$ cat config.mk
export PLATFORM = sky130hd
export DESIGN_NAME = accu_mch
export DESIGN_NICKNAME = d
export VERILOG_FILES = /design/src/rtl/accu_mch.sv
export SDC_FILE = /design/constraint.sdc
export NUM_CORES = 1
export LEC_CHECK = 0
export ABC_CLOCK_PERIOD_IN_PS = 2770
export CAP_MARGIN = 10
export CORE_UTILIZATION = 50
export DETAILED_ROUTE_END_ITERATION = 6
export GPL_TIMING_DRIVEN = 0
export PLACE_DENSITY = 0.74
export SKIP_CTS_REPAIR_TIMING = 1
export SYNTH_ARGS = -nofsm -noshare
export SYNTH_HDL_FRONTEND = slang
export SYNTH_SLANG_ARGS = --single-unit
$ cat constraint.sdc
create_clock -name clk -period 2.77 [get_ports clk]
set_input_delay 0.277 -clock clk [delete_from_list [all_inputs] [get_ports clk]]
set_output_delay 0.277 -clock clk [all_outputs]
set_load 0.005 [all_outputs]
$ cat src/rtl/accu_mch.sv
// Multi-channel accumulator: one time-multiplexed request stream drives CH
// independent DW-bit channels with modulo-wrap, saturating add, load and read.
module accu_mch #(
  parameter  int          DW = 16,
  parameter  int          CH = 4,
  parameter  int unsigned M  = 2**DW,
  localparam int          CW = (CH > 1) ? $clog2(CH) : 1
) (
  input  logic          clk,
  input  logic          rst,
  input  logic          clr,
  input  logic          in_valid,
  input  logic [CW-1:0] in_ch,
  input  logic [1:0]    in_op,
  input  logic [DW-1:0] d,
  output logic          out_valid,
  output logic [CW-1:0] out_ch,
  output logic [DW-1:0] out_acc,
  output logic          out_wrap,
  output logic          out_sat,
  output logic          out_err
);

  typedef enum logic [1:0] {
    OP_ADD_WRAP = 2'b00,
    OP_ADD_SAT  = 2'b01,
    OP_LOAD     = 2'b10,
    OP_READ     = 2'b11
  } op_e;

  localparam logic [DW:0]   MV   = (DW+1)'(M);
  localparam logic [DW-1:0] MMAX = DW'(M - 1);

  logic [DW-1:0] acc [CH];

  op_e           op;
  logic          ch_ok;
  logic [DW-1:0] cur;
  logic [DW:0]   sum;
  logic          d_big;
  logic [DW-1:0] nv;
  logic          we;
  logic          nwrap;
  logic          nsat;
  logic          nerr;

  always_comb begin
    op    = op_e'(in_op);
    ch_ok = (int'(in_ch) < CH);
    cur   = ch_ok ? acc[in_ch] : '0;
    // Extra bit keeps the carry so the sum can be compared against M directly.
    sum   = {1'b0, cur} + {1'b0, d};
    d_big = ({1'b0, d} >= MV);
    nv    = cur;
    we    = 1'b0;
    nwrap = 1'b0;
    nsat  = 1'b0;
    nerr  = 1'b0;
    if (!ch_ok) begin
      nerr = 1'b1;
    end else begin
      unique case (op)
        OP_ADD_WRAP: begin
          if (d_big) begin
            nerr = 1'b1;
          end else begin
            we = 1'b1;
            if (sum >= MV) begin
              nv    = DW'(sum - MV);
              nwrap = 1'b1;
            end else begin
              nv = sum[DW-1:0];
            end
          end
        end
        OP_ADD_SAT: begin
          we = 1'b1;
          if (sum >= MV) begin
            nv   = MMAX;
            nsat = 1'b1;
          end else begin
            nv = sum[DW-1:0];
          end
        end
        OP_LOAD: begin
          if (d_big) begin
            nerr = 1'b1;
          end else begin
            we = 1'b1;
            nv = d;
          end
        end
        OP_READ: nv = cur;
        default: nv = cur;
      endcase
    end
  end

  always_ff @(posedge clk) begin
    if (rst) begin
      acc       <= '{default: '0};
      out_valid <= 1'b0;
      out_ch    <= '0;
      out_acc   <= '0;
      out_wrap  <= 1'b0;
      out_sat   <= 1'b0;
      out_err   <= 1'b0;
    end else if (clr) begin
      // A request colliding with clr is dropped; other outputs keep their values.
      acc       <= '{default: '0};
      out_valid <= 1'b0;
    end else if (in_valid) begin
      if (we) acc[in_ch] <= nv;
      out_valid <= 1'b1;
      out_ch    <= in_ch;
      out_acc   <= nv;
      out_wrap  <= nwrap;
      out_sat   <= nsat;
      out_err   <= nerr;
    end else begin
      out_valid <= 1'b0;
    end
  end

endmodule

==> results of run 1 <==
## metrics by stage
| stage | setup slack [ns] | instance area (um2) | total power [mW] | hold slack [ns] | TNS [ns] |
|---|---|---|---|---|---|
| floorplan | -0.0909 | 4550 | 1.57 | 0.361 | -0.296 |
| global placement | -1.14 | 5100 | 1.72 | 0.447 | -80.36 |
| detailed placement | -1.23 | 5100 | 1.73 | 0.450 | -85.82 |
| CTS | -0.874 | 5340 | 2.76 | 0.441 | -55.23 |
| global route | -0.296 | 6170 | 2.96 | 0.413 | -11.23 |
| finish | -0.217 | 6170 | 2.88 | 0.391 | -6.91 |
## cells in the final DEF (no fill, tap or decap), types with 4 or more instances in the layout
| cell | synthesis | routed |
|---|---|---|
| a211oi_1 | 20 | 7 |
| a211oi_2 | 5 | 11 |
| a211oi_4 | 0 | 7 |
| a21oi_1 | 86 | 47 |
| a21oi_2 | 0 | 37 |
| and3_1 | 4 | 4 |
| buf_2 | 9 | 5 |
| buf_4 | 3 | 20 |
| buf_6 | 0 | 9 |
| clkbuf_1 | 25 | 24 |
| clkbuf_8 | 0 | 9 |
| clkdlybuf4s50_1 | 0 | 40 |
| dfxtp_1 | 85 | 82 |
| ha_1 | 16 | 6 |
| ha_4 | 0 | 8 |
| mux2i_1 | 11 | 11 |
| mux4_2 | 16 | 16 |
| nand2_1 | 32 | 31 |
| nand2b_1 | 7 | 6 |
| nand3_1 | 14 | 14 |
| nor2_1 | 41 | 31 |
| nor2_4 | 0 | 10 |
| nor2b_1 | 8 | 8 |
| o211ai_1 | 8 | 8 |
| o21ai_0 | 62 | 60 |
| o31ai_1 | 8 | 4 |
| o31ai_2 | 0 | 4 |
| xor2_1 | 5 | 5 |
## Yosys cell counts, types with 9 or more instances
cell      number  share of area, %
nand2_1       32               2.7
a211oi_1      20               3.4
mux2i_1       11               2.5
nor2_1        41               3.4
ha_1          16               4.5
clkbuf_1      25               2.1
a21oi_1       86               9.6
mux4_2        16               8.1
nand3_1       14               1.6
buf_2          9               1.0
dfxtp_1       85                38
o21ai_0       62               7.0
## power groups by stage
stage / clock network [mW] / registers [mW] / logic, mW
CTS: 1.05 / 1.27 / 0.434
floorplan: 0 / 1.30 / 0.272
global placement: 0 / 1.30 / 0.422
detailed placement: 0 / 1.30 / 0.430
finish: 1.04 / 1.27 / 0.563
global route: 1.09 / 1.28 / 0.597
## routing by layer
layer,global-route usage (%),vias to the layer above,wire length [um]
met5,0,-,0
met4,10.5,0,427
met3,5.40,39,1110
met2,44.8,227,7120
met1,39.3,2163,5890
li1,-,2019,-
## state kept, by name (all words and copies together), names as in the netlist
| name | cells |
|---|---|
| acc | 64 |
| out_wrap | 1 |
| out_acc | 16 |
| out_ch | 2 |
| out_valid | 1 |
| out_sat | 1 |
## cell families (layout without fill, tap and decap cells)
| kind of cell | count (synthesis) | in the layout | share of synthesized area, % |
|---|---|---|---|
| AO/OA/AOI/OAI | 206 | 206 | 27.7 |
| multiplexers | 27 | 27 | 10.5 |
| adder cells (fa/ha/maj) | 17 | 17 | 4.93 |
| buffers and inverters | 43 | 128 | 4.12 |
| AND/OR/NAND/NOR | 118 | 118 | 12.3 |
| other | 1 | 1 | 0.0840 |
| flip-flops | 85 | 85 | 38.1 |
| XOR/XNOR | 11 | 11 | 2.16 |
## area by class of cell
cell class	instances	area [um2]
repair buffers	69	676
clock inverters	7	114
well taps	108	135
inverters	4	15.0
multi-input cells	380	3180
plain buffers	39	224
clock buffers	9	124
fillers	638	2500
flip-flops and latches	85	1710
## how the worst min path moves through the flow
stage,start,to,slack (ns),cells past startpoint
2_1_floorplan,rst,out_valid,0.36,1
3_3_place_gp,out_wrap,out_wrap,0.45,2
3_5_place_dp,out_sat,out_sat,0.45,2
4_1_cts,in_ch[1],out_ch[1],0.44,4
5_1_grt,in_ch[0],out_ch[0],0.41,4
6_report,in_ch[0],out_ch[0],0.39,4
## worst max-delay path, delay by kind of cell, from the launching register on
| family | cells | cell delay [ns] |
|---|---|---|
| AO/OA/AOI/OAI | 6 | 1.11 |
| adder cells (fa/ha/maj) | 1 | 0.33 |
| AND/OR/NAND/NOR | 1 | 0.02 |
| flip-flops | 1 | 0.33 |
| buffers and inverters | 4 | 0.58 |
| multiplexers | 1 | 0.55 |
==> flow_summary.json, run 1 <==
{
  "outcome": "complete, but fails checks",
  "violations": "setup timing",
  "areaGrowthSynthToFinish_pct": 38.4,
  "wl_per_cell_um": 20.8,
  "netlist_area_um2": 4460,
  "die-area_um2": 9310,
  "synth-edff-count": 0,
  "htree_levels": 3,
  "required_ns": 3.07,
  "tightest_slew_ns": 0.930,
  "cp_max_fo": 6,
  "place_congestion": 0.887,
  "slew_viol_final": 0,
  "die_y_um": 96.5,
  "cp.arrival_ns": 3.29,
  "crit_path_end_kind": "flip-flop",
  "setup_ws_ns": -0.217,
  "drtAntennaViolNets": 0,
  "drt_iter0_drc": 404,
  "clk_path_buf_depth": 2,
  "worst_path_largest_cell_delay_ns": 0.55,
  "cp_common_cell": "buf_8",
  "setup_viol": 73,
  "root_buffer": "clkbuf_8",
  "grt_pass1_vias": 3818,
  "drive_gt1_share_pct": 30.4,
  "dp.cells": 657,
  "p_int_mw": 2.09,
  "synth_area_per_cell_um2": 8.79,
  "timing.reg2reg.worst_path_depth": 13,
  "drc": 0,
  "routed_wirelength_mm": 14.6,
  "fp.dieW_um": 96.5,
  "startpoint_type": "flip-flop",
  "cts_buffers": 9,
  "diodes": 0,
  "synth.distinct_cells": 49,
  "r2r-end": "acc[60]",
  "slew-limit-headroom_pct": 38.0,
  "grt_overflow": 0,
  "clock_latency_ns": 0.36,
  "row_count": 34,
  "initial_core_util_pct": 51.4,
  "via_per_inst": 6.35,
  "fin_skew_ns": 0.0142,
  "vias": 4448,
  "crit_type": "flip-flop to flip-flop",
  "final_core_util_pct": 71.2,
  "sw_frac_of_total_pct": 27.6,
  "pwr-share-comb_pct": 19.6,
  "critPathLaunch": "acc[51]",
  "crit_slowest_cell": "mux4_2",
  "pwr_density_cell_nw_per_um2": 466,
  "grt_pass1_wl_mm": 19.8,
  "cp_cell_sequence": "mux4_2 > ha_4 > o211ai_1 > a21o_1 > a21oi_4 > o211ai_4 > a211oi_4 > buf_4 > buf_8 > buf_8 > buf_6 > nor2_4 > a21oi_1",
  "io_buffers": 41,
  "power.leakage_nw": 2.22,
  "drt-pass1-iter-count": 7,
  "num-nets-final": 629,
  "grtUsageTotal_pct": 28.6,
  "synth-seq-cells": 85,
  "dominantRegCellSynth": "dfxtp_1",
  "antenna_found_initial": 0,
  "cts_tree": "built",
  "seqPwrFrac_pct": 44.2,
  "drv_cap": 0,
  "synth_seq_area_share_pct": 38.1,
  "fin_crit_ns": 2.99,
  "rsz0062_at_grt": "true",
  "r2r_slack_ns": -0.22,
  "final_cells": 701,
  "r2r-start": "acc[51]",
  "fin_crit_sh_pct": 108,
  "coreArea_um2": 8680,
  "hold_viol": 0,
  "min_path_type": "input port to flip-flop",
  "synth_nets": 549,
  "ir_drop_v": 0.000401,
  "cts.sink_count": 85,
  "critPathCapture": "acc[60]",
  "dp_hpwl_mm": 9.30,
  "synthCells": 508,
  "ioPinCount": 46,
  "yosysWarningCount": 0,
  "switchingPower_uw": 793,
  "max_freq_mhz": 335,
  "grt_max_degree": 15,
  "clkPwrFrac_pct": 36.2,
  "synthArstFlopShare_pct": 0,
  "path_clk_slew_ns": 0.09
}
(Power assumes the default switching activity.)
==> run 2: changes to the inputs <==
CTS_CLUSTER_SIZE = 10   (was default)
GPL_ROUTABILITY_DRIVEN = 0   (was default)
REMOVE_ABC_BUFFERS = 1   (was default)
==> run 2 against run 1 <==
Effect of this change:
- the flow still finishes with violations (setup timing)
- cell area decreased by 4.7%
- highest routed layer unchanged
- first-iteration DRC count is 45% lower
- critical path depth stayed put
- final cell count decreased by 6.0%
==> flow_summary.json, run 2 (synthesis gave the netlist of run 1 again) <==
{
  "outcome": "complete, but fails checks",
  "violations": "setup timing",
  "drv_cap": 0,
  "cp_common_cell": "a211oi_4",
  "vias": 4063,
  "routed_wirelength_mm": 12.0,
  "clkPwrFrac_pct": 38.5,
  "setup_ws_ns": -0.184,
  "cp_max_fo": 7,
  "cts.sink_count": 85,
  "hold_viol": 0,
  "multi_input_area_um2": 3010,
  "wl_per_cell_um": 18.2,
  "final_core_util_pct": 67.8,
  "initial_core_util_pct": 51.4,
  "crit_path_end_kind": "flip-flop",
  "final_common_cell": "dfxtp_1",
  "die_y_um": 96.5,
  "top_register": "acc",
  "setup_viol": 57,
  "critPathCapture": "out_acc[8]",
  "via_per_inst": 6.17,
  "crit_type": "flip-flop to flip-flop",
  "worst_path_largest_cell_delay_ns": 0.52,
  "dpl_cell_area_um2": 5010,
  "timing.reg2reg.worst_path_depth": 13,
  "p_int_mw": 2.12,
  "path_clk_slew_ns": 0.09,
  "root_buffer": "clkbuf_8",
  "grtUsageTotal_pct": 25.3,
  "largest_register_ffs": 64,
  "r2r_slack_ns": -0.18,
  "power.leakage_nw": 2.11,
  "grt_overflow": 0,
  "seqPwrFrac_pct": 44.3,
  "drtAntennaViolNets": 0,
  "ir_drop_v": 0.000245,
  "critPathLaunch": "acc[0]",
  "io_buffers": 44,
  "switchingPower_uw": 750,
  "max_freq_mhz": 338,
  "rsz0062_at_grt": "true",
  "cp.arrival_ns": 3.14,
  "seq_area_um2": 1710,
  "cts_buffers": 9,
  "layout_common_cells": "dfxtp_1 (81), a21oi_1 (64), o21ai_0 (61)",
  "grt_max_degree": 39,
  "diodes": 0,
  "fillCellCount": 653,
  "min_path_type": "input port to flip-flop",
  "fin_crit_sh_pct": 107,
  "antenna_found_initial": 0,
  "pwr-share-comb_pct": 17.2,
  "r2r-start": "acc[0]",
  "clk_path_buf_depth": 2,
  "drt_iter0_drc": 223,
  "areaGrowthSynthToFinish_pct": 31.8,
  "cts_tree": "built",
  "slew-limit-headroom_pct": 10.5,
  "num-nets-final": 587,
  "startpoint_type": "flip-flop",
  "fp.dieW_um": 96.5,
  "grt_pass1_wl_mm": 17.7,
  "cp_cell_sequence": "mux4_2 > ha_4 > inv_2 > fa_2 > nand2b_4 > a21o_1 > a21oi_4 > o211ai_4 > a211oi_4 > buf_12 > buf_16 > a211oi_4 > a211oi_2",
  "slew_viol_final": 0,
  "r2r-end": "out_acc[8]",
  "drt-pass1-iter-count": 5,
  "grt_pass1_vias": 3675,
  "tightest_slew_ns": 1.34,
  "clock_latency_ns": 0.37,
  "htree_levels": 3,
  "die-area_um2": 9310,
  "drc": 0,
  "dp_hpwl_mm": 7.39,
  "crit_slowest_cell": "mux4_2",
  "fin_skew_ns": 0.0143,
  "required_ns": 2.96,
  "drive_gt1_share_pct": 25.2,
  "fin_crit_ns": 2.95,
  "sw_frac_of_total_pct": 26.1,
  "ioPinCount": 46,
  "coreArea_um2": 8680,
  "row_count": 34,
  "final_area_um2": 5880,
  "largest_registers": "acc (64), out_acc (16), out_ch (2)",
  "pwr_density_cell_nw_per_um2": 488
}
-- run 2: final cells by class --
| type | instances | share of cell area [%] |
|---|---|---|
| Tap cell | 108 | 2.30 |
| Timing Repair inverter | 1 | 0.128 |
| Timing Repair Buffer | 65 | 12.6 |
| Sequential cell | 85 | 29.0 |
| Inverter | 4 | 0.319 |
| Multi-Input combinational cell | 380 | 51.2 |
| Clock buffer | 11 | 2.57 |
| Clock inverter | 5 | 1.81 |
-- run 2: worst max-delay path, delay by kind of cell, from the launching register on --
kind,cells,cell delay [ns]
AOI/OAI and AO/OA,6,1.03
and+or+nand+nor,1,0.13
DFF,1,0.33
muxes,1,0.52
buffers and inverters,3,0.37
adders and majority gates,2,0.38
-- run 2: routing by layer --
layer | wire [um] | global-route usage [%] | share of wire, %
met3 | 553 | 6.03 | 4.6
met2 | 5920 | 41.5 | 49
met4 | 309 | 8.33 | 2.6
met1 | 5230 | 32.6 | 44
met5 | 0 | 0 | 0
-- run 2: per-stage QoR --
step / hold WS [ns] / power (mW) / cells / setup TNS [ns] / setup WS, ns
after floorplan: 0.346 / 1.52 / 469 / -34.06 / -0.547
after global placement: 0.440 / 1.68 / 621 / -224.56 / -2.91
after detailed placement: 0.446 / 1.70 / 627 / -140.77 / -1.92
after CTS: 0.459 / 2.79 / 643 / -111.59 / -1.57
after global routing: 0.387 / 2.99 / 659 / -10.60 / -0.242
final: 0.385 / 2.87 / 659 / -4.91 / -0.184
-- run 2: how the worst min path moves through the flow --
stage,from,endpoint,cells after the start
2_1_floorplan,rst,out_ch[0],1
3_3_place_gp,out_wrap,out_wrap,2
3_5_place_dp,out_sat,out_sat,2
4_1_cts,out_sat,out_sat,2
5_1_grt,in_ch[0],out_ch[0],4
6_report,in_ch[0],out_ch[0],4
-- run 2: power groups by stage --
stage | sequential [mW] | clock (mW) | combinational, mW
floorplan | 1.30 | 0 | 0.225
global placement | 1.30 | 0 | 0.380
detailed placement | 1.30 | 0 | 0.403
CTS | 1.27 | 1.12 | 0.406
global route | 1.28 | 1.18 | 0.534
finish | 1.27 | 1.10 | 0.495
==> run 3: changes to the inputs <==
CORE_UTILIZATION = 40   (was 50)
PLACE_DENSITY = default   (was 0.74)
==> run 3 against run 2 <==
Effect of this change:
- the flow still finishes with violations (setup timing)
- combinational power shrank 4.6%
- non-clock buffer count shrank 3
- first-iteration DRC count grew 13%
- via count shrank 3.0%
- wire length shrank 0.60%
- highest routed layer unchanged
- setup slack lost 0.0094 ns
- clock power shrank 12%
- total power shrank 5.6%
- largest cell class unchanged
- maximum frequency shrank 0.32%
- core utilization shrank 16 points
- sequential power is essentially flat
- clock skew grew 0.0012 ns
==> flow_summary.json, run 3 (synthesis gave the netlist of run 1 again) <==
{
  "drive_gt1_share_pct": 20.4,
  "row_count": 38,
  "clk_path_buf_depth": 2,
  "num-nets-final": 584,
  "drt_iter0_drc": 252,
  "outcome": "complete, but fails checks",
  "diodes": 0,
  "hold_slack_ns": 0.226,
  "final_common_cell": "dfxtp_1",
  "min_path_type": "input port to flip-flop",
  "slew-limit-headroom_pct": 14.4,
  "crit_type": "flip-flop to flip-flop",
  "grt_pass1_wl_mm": 18.9,
  "initial_core_util_pct": 41.2,
  "required_ns": 3.06,
  "root_buffer": "clkbuf_8",
  "vias": 3942,
  "ir_drop_v": 0.000238,
  "path_delay_family": "compound AO/OA/AOI/OAI gates",
  "die-area_um2": 11600,
  "grt_max_degree": 44,
  "crit_slowest_cell": "fa_2",
  "clock_latency_ns": 0.38,
  "rsz0062_at_grt": "true",
  "violations": "setup timing",
  "setup_ws_ns": -0.194,
  "htree_levels": 3,
  "largest_registers": "acc (64), out_acc (16), out_ch (2)",
  "slew_viol_final": 0,
  "fin_crit_sh_pct": 107,
  "ioPinCount": 46,
  "grtUsageTotal_pct": 21.4,
  "power_mw": 2.71,
  "cp.arrival_ns": 3.26,
  "tightest_slew_ns": 1.28,
  "io_buffers": 44,
  "dp_hpwl_mm": 7.89,
  "antenna_found_initial": 0,
  "worst_path_largest_cell_delay_ns": 0.35,
  "crit_path_end_kind": "flip-flop",
  "dpl_cell_area_um2": 5050,
  "cp_max_fo": 8,
  "cp_cell_sequence": "mux4_2 > ha_4 > inv_2 > fa_2 > nand2b_4 > a21o_1 > a21oi_4 > o211ai_4 > a211oi_4 > clkbuf_16 > nor3_2 > buf_4 > a211oi_2",
  "cts_buffers": 9,
  "coreArea_um2": 10800,
  "crit_buf_inv": 3,
  "startpoint_type": "flip-flop",
  "drc": 0,
  "via_per_inst": 5.73,
  "power.leakage_nw": 2.06,
  "max_freq_mhz": 337,
  "layout_common_cells": "dfxtp_1 (81), a21oi_1 (77), o21ai_0 (61)",
  "path_clk_slew_ns": 0.10,
  "drt-pass1-iter-count": 5,
  "drv_cap": 0,
  "die_y_um": 108,
  "areaGrowthSynthToFinish_pct": 26.9,
  "cts.sink_count": 85,
  "drtAntennaViolNets": 0,
  "fin_crit_ns": 2.96,
  "largest_register_ffs": 64,
  "fin_skew_ns": 0.0155,
  "routed_wirelength_mm": 11.9,
  "setup_viol": 66,
  "pwr_density_cell_nw_per_um2": 478,
  "top_register": "acc",
  "cts_tree": "built",
  "final_core_util_pct": 52.3,
  "wl_per_cell_um": 17.4,
  "grt_overflow": 0,
  "fp.dieW_um": 108,
  "grt_pass1_vias": 3762,
  "hold_viol": 0,
  "final_area_um2": 5660
}
==> run 3: cell type report <==
| cell class | count | area (um2) |
|---|---|---|
| clock buffers | 9 | 124 |
| flip-flops and latches | 85 | 1710 |
| multi-input cells | 380 | 2850 |
| fillers | 990 | 5180 |
| inverters | 4 | 18.8 |
| well taps | 140 | 175 |
| repair buffers | 62 | 698 |
| repair inverters | 1 | 5.00 |
| clock inverters | 7 | 88.8 |
==> run 3: tightest hold or removal path, stage by stage <==
cell and delay [ns]:
buf_6 0.15, nand2_1 0.07, a21oi_1 0.05
==> run 3: worst paths after layout <==
check / start / endpoint / slack (ns) / cells past startpoint
worst max-delay path: acc[32] / out_acc[11] / -0.19 / 13
worst min register to register: out_sat / out_sat / 0.46 / 2
worst max register to register: acc[32] / out_acc[11] / -0.19 / 13
worst min-delay path: in_ch[0] / out_ch[0] / 0.23 / 3
==> run 3: where the power goes <==
part / leakage [nW] / internal (mW) / switching, mW / total (mW)
clock network: 0.113 / 0.504 / 0.462 / 0.966
logic: 1.26 / 0.208 / 0.264 / 0.472
registers: 0.692 / 1.26 / 0.0158 / 1.27
total: 2.06 / 1.97 / 0.742 / 2.71
==> run 3: per-stage QoR <==
stage               setup TNS, ns  worst slack [ns]  std cells
finish                      -5.30            -0.194        688
global route               -13.31            -0.280        688
floorplan                  -34.06            -0.547        469
global placement          -232.11             -3.02        653
detailed placement        -139.64             -1.88        659
CTS                       -108.44             -1.50        675
==> run 3: per-layer routing <==
layer | part of all wire [%] | GRT usage (%) | wire [um] | vias to the layer above
met5 | 0 | 0 | 0 | -
met4 | 1.9 | 8.02 | 230 | 0
met3 | 4.7 | 3.33 | 556 | 15
met2 | 48 | 34.7 | 5700 | 91
met1 | 46 | 28.6 | 5460 | 1904
li1 | - | - | - | 1932
